<file path="src/rtl/hazard_stall_unit.sv">
// ============================================================================
// Module   : hazard_stall_unit
// Purpose  : ID-stage hazard detection; stalls IF/ID and bubbles ID/EX for
//            load-use and branch-operand hazards. Optional stall counter is
//            enabled with the HAZARD_PERF_CNT_EN macro.
// Revision : 1.0 - initial release
// ============================================================================
`default_nettype none

module hazard_stall_unit (
  input  logic        clk,
  input  logic        rst_n,
  input  logic [4:0]  IF_ID_Rs,
  input  logic [4:0]  IF_ID_Rt,
  input  logic        ID_UsesRt,
  input  logic        ID_Branch,
  input  logic        BranchTaken,
  input  logic        ID_Jump,
  input  logic [4:0]  ID_EX_WriteReg,
  input  logic        ID_EX_RegWrite,
  input  logic        ID_EX_MemRead,
  input  logic [4:0]  EX_MEM_WriteReg,
  input  logic        EX_MEM_MemRead,
  output logic        PCWrite,
  output logic        IF_ID_Write,
  output logic        ID_EX_Flush,
  output logic        IF_ID_Flush,
  output logic [31:0] StallCount
);

  typedef enum logic [0:0] {
    RUN  = 1'b0,
    HOLD = 1'b1
  } state_t;

  localparam logic [1:0]  c_cnt_one = 2'd1;
  localparam logic [31:0] c_sat_max = 32'hFFFF_FFFF;

  state_t     r_state;
  logic [1:0] r_cnt;

  logic w_match_ex;
  logic w_match_mem;
  logic w_need_one;
  logic w_need_two;
  logic w_stall;

  // Register 0 is hard-wired, so it never produces a dependency.
  assign w_match_ex  = (ID_EX_WriteReg != 5'd0) &&
                       ((ID_EX_WriteReg == IF_ID_Rs) ||
                        (ID_UsesRt && (ID_EX_WriteReg == IF_ID_Rt)));
  assign w_match_mem = (EX_MEM_WriteReg != 5'd0) &&
                       ((EX_MEM_WriteReg == IF_ID_Rs) ||
                        (ID_UsesRt && (EX_MEM_WriteReg == IF_ID_Rt)));

  assign w_need_two = ID_Branch && ID_EX_MemRead && w_match_ex;
  assign w_need_one = (ID_EX_MemRead && w_match_ex) ||
                      (ID_Branch && ID_EX_RegWrite && !ID_EX_MemRead && w_match_ex) ||
                      (ID_Branch && EX_MEM_MemRead && w_match_mem);

  assign w_stall = (r_state == HOLD) || w_need_one || w_need_two;

  assign PCWrite     = !w_stall;
  assign IF_ID_Write = !w_stall;
  assign ID_EX_Flush = w_stall;
  // A redirect seen while stalled is based on an unresolved compare.
  assign IF_ID_Flush = (BranchTaken || ID_Jump) && !w_stall;

  always_ff @(posedge clk or negedge rst_n) begin
    if (!rst_n) begin
      r_state <= RUN;
      r_cnt   <= 2'd0;
    end else begin
      case (r_state)
        RUN: begin
          if (w_need_two) begin
            r_cnt   <= c_cnt_one;
            r_state <= HOLD;
          end
        end
        HOLD: begin
          r_cnt <= r_cnt - 2'd1;
          if (r_cnt <= c_cnt_one) begin
            r_state <= RUN;
          end
        end
        default: begin
          r_state <= RUN;
          r_cnt   <= 2'd0;
        end
      endcase
    end
  end

`ifdef HAZARD_PERF_CNT_EN
  logic [31:0] r_stall_count;

  always_ff @(posedge clk or negedge rst_n) begin
    if (!rst_n) begin
      r_stall_count <= 32'd0;
    end else if (w_stall && (r_stall_count != c_sat_max)) begin
      r_stall_count <= r_stall_count + 32'd1;
    end
  end

  assign StallCount = r_stall_count;
`else
  assign StallCount = 32'd0;
`endif

endmodule

`default_nettype wire

</file>
<file path="config.mk">
export PLATFORM = sky130hd
export DESIGN_NAME = hazard_stall_unit
export DESIGN_NICKNAME = d
export VERILOG_FILES = /design/src/rtl/hazard_stall_unit.sv
export SDC_FILE = /design/constraint.sdc
export NUM_CORES = 1
export LEC_CHECK = 0
export CAP_MARGIN = 20
export CORE_MARGIN = 1.5
export CORE_UTILIZATION = 27
export CTS_CLUSTER_DIAMETER = 30
export DETAILED_ROUTE_END_ITERATION = 12
export HOLD_SLACK_MARGIN = 0.1
export MAX_ROUTING_LAYER = met4
export PLACE_DENSITY = 0.77
export SKIP_CTS_REPAIR_TIMING = 1
export SLEW_MARGIN = 20
export SYNTH_ARGS = -nofsm -noshare
export SYNTH_HDL_FRONTEND = slang
export SYNTH_SLANG_ARGS = --single-unit
</file>
<file path="constraint.sdc">
create_clock -name clk -period 1.78 [get_ports clk]
set_input_delay 0.356 -clock clk [delete_from_list [all_inputs] [get_ports clk]]
set_output_delay 0.356 -clock clk [all_outputs]
set_load 0.02 [all_outputs]
</file>
==> qor.csv <==
metric,value,unit
rsz0062_at_grt,yes,
fin_crit,2.15,ns
comb_power_share,58.8,%
crit_type,input pin to output port,
power.density,471,nW/um2
setup_ws,-0.366,ns
grt_max_degree,7,
drive_gt1_share,27.1,%
cts_buffer_depth,2,
ys_seq_area_share,11.1,%
place.gp.congestion,0.731,
startpoint_type,input pin,
skew,0.000920,ns
swShare,39.8,%
synth_top_area_share,36.7,%
seqPwrFrac,19.2,%
power_frac_clock,22.0,%
r2r_setup_slack,0.74,ns
drv_slew,0,
clock-sinks,3,
yosysTopAreaCell,buf_4,
cap_violations,0,
grt_overflow,0,
cts_made_buffers,3,
crit_fanout,3,
ioPinCount,65,
post-place-ws,-1.15,ns
drt_first_pass_iters,3,
chipWidth,53.0,um
switching_power,0.000210,W
n_antenna_cell,0,
end_kind,output port,
finalHoldViolCount,0,
wirelength,1700,um
rows,17,
wl_per_cell,10.5,um
core-area,2300,um2
path_clk_slew,0.04,ns
status,"finished, violations left",
fin_nets,164,
final_cell_mix,"conb_1 (32), xnor2_1 (17), dlymetal6s2s_1 (15), buf_4 (14), clkdlybuf4s50_1 (8)",
clockRootBuffer,clkbuf_4,
clk_latency,0.23,ns
worstHoldPathType,input pin to async pin,
cts_tree,yes,
leakagePower,0.621,nW
synth_cells,85,
setup_viol,4,
irDropWorstVdd,0.528,mV
port_buffers,32,
vias_per_cell,4.05,
antenna_found_initial,0,
fin_crit_sh,121,%
yosys-top-cells-area,"buf_4 (37%), xnor2_1 (23%), dfrtp_1 (11%)",
die_y,53.0,um
syn_area_per_cell,7.95,um2
synth.distinct_cells,22,
start_util,29.4,%
area_growth,65.9,%
drt_iter0_drc,2,
cts_max_level,1,
clock.fmax,466,MHz
violations,negative setup slack,
synth_seq_cells,3,
first_global_vias,600,
placed_area,1020,um2
vias,652,
dp_hpwl,1410,um
ant_nets,0,
syn-cell-area,676,um2
reg2reg_depth,3,
route.detailed.drc,0,
stdcell_area,1120,um2
grt.total_usage,11.8,%
grt_pass1_wl,2360,um
cp.required,1.42,ns
crit_arrival,1.79,ns
synth_warnings,0,
internal-power,0.000318,W
die_area,2810,um2
layout_commonest_cell,conb_1,
setup_tns,-1.41,ns
[registers in the layout, indices dropped and copies added (netlist names)]
| signal | flops |
|---|---|
| r_cnt | 2 |
| r_state | 1 |
[power by group through the flow]
stage	Combinational (W)	Sequential [W]	Clock, W
floorplan	0.000222	0.0000987	0
CTS	0.000303	0.000101	0.000122
finish	0.000310	0.000102	0.000116
global placement	0.000290	0.0000988	0
global route	0.000345	0.000103	0.000124
detailed placement	0.000299	0.000102	0
[kinds of logic after synthesis]
group	count (synthesis)	synth area share, %
xor+xnor	20	25.9
fa+ha+maj	1	1.85
buf+inv	35	37.8
simple gates	16	12.0
compound gates	9	10.7
other cells	1	0.555
flops	3	11.1
[Yosys cell counts, drive strengths merged]
| cell type | instances |
|---|---|
| a221oi | 1 |
| buf | 33 |
| nand4b | 1 |
| inv | 2 |
| nand2 | 4 |
| ha | 1 |
| a21oi | 2 |
| or4 | 1 |
| nand4 | 2 |
| nand3 | 2 |
| nor2 | 4 |
| xnor2 | 18 |
| conb | 1 |
| and2 | 1 |
| o21a | 1 |
| o32ai | 1 |
| o22ai | 2 |
| or3 | 1 |
| o311a | 1 |
| dfrtp | 3 |
| a22o | 1 |
| xor2 | 2 |
[area by class of cell]
cell class,count,area [um2]
inverters,2,7.51
well taps,28,35.0
multi-input cells,78,522
flip-flops and latches,3,75.1
clock buffers,4,26.3
repair buffers,46,455
fillers,224,1180
[metrics by stage]
step                      instances  hold slack (ns)  total power [W]  util (%)
after global routing            161            0.309         0.000573      48.8
final                           161            0.307         0.000528      48.8
after CTS                       161            0.300         0.000527      45.4
after detailed placement        157            0.548         0.000401      44.3
after global placement          157            0.529         0.000389      44.3
after floorplan                 116           0.0604         0.000321         -
[worst paths after layout]
kind	to	start
max reg2reg	r_cnt[1]$_DFFE_PN0P_	r_cnt[1]$_DFFE_PN0P_
min in group clk	r_state$_DFF_PN0_	r_cnt[1]$_DFFE_PN0P_
min	r_state$_DFF_PN0_	rst_n
min reg2reg	r_state$_DFF_PN0_	r_cnt[1]$_DFFE_PN0P_
max	ID_EX_Flush	ID_EX_WriteReg[3]
max in group asynchronous	r_cnt[0]$_DFFE_PN0P_	rst_n
[per-layer routing]
metal | GRT usage (%) | up-vias | part of all wire [%]
li1 | - | 314 | -
met1 | 11.4 | 295 | 34
met2 | 23.5 | 39 | 58
met3 | 0.847 | 4 | 6.8
met4 | 5.13 | 0 | 1.1
met5 | - | - | 0
[worst max-delay path, cell delays in order]
cell      delay (ns)
buf_6           0.09
or4_4           0.54
nor2_4          0.15
nor2_4          0.06
a221oi_4        0.30
buf_6           0.14
inv_2           0.03
buf_6           0.11
(Power assumes the default switching activity.)
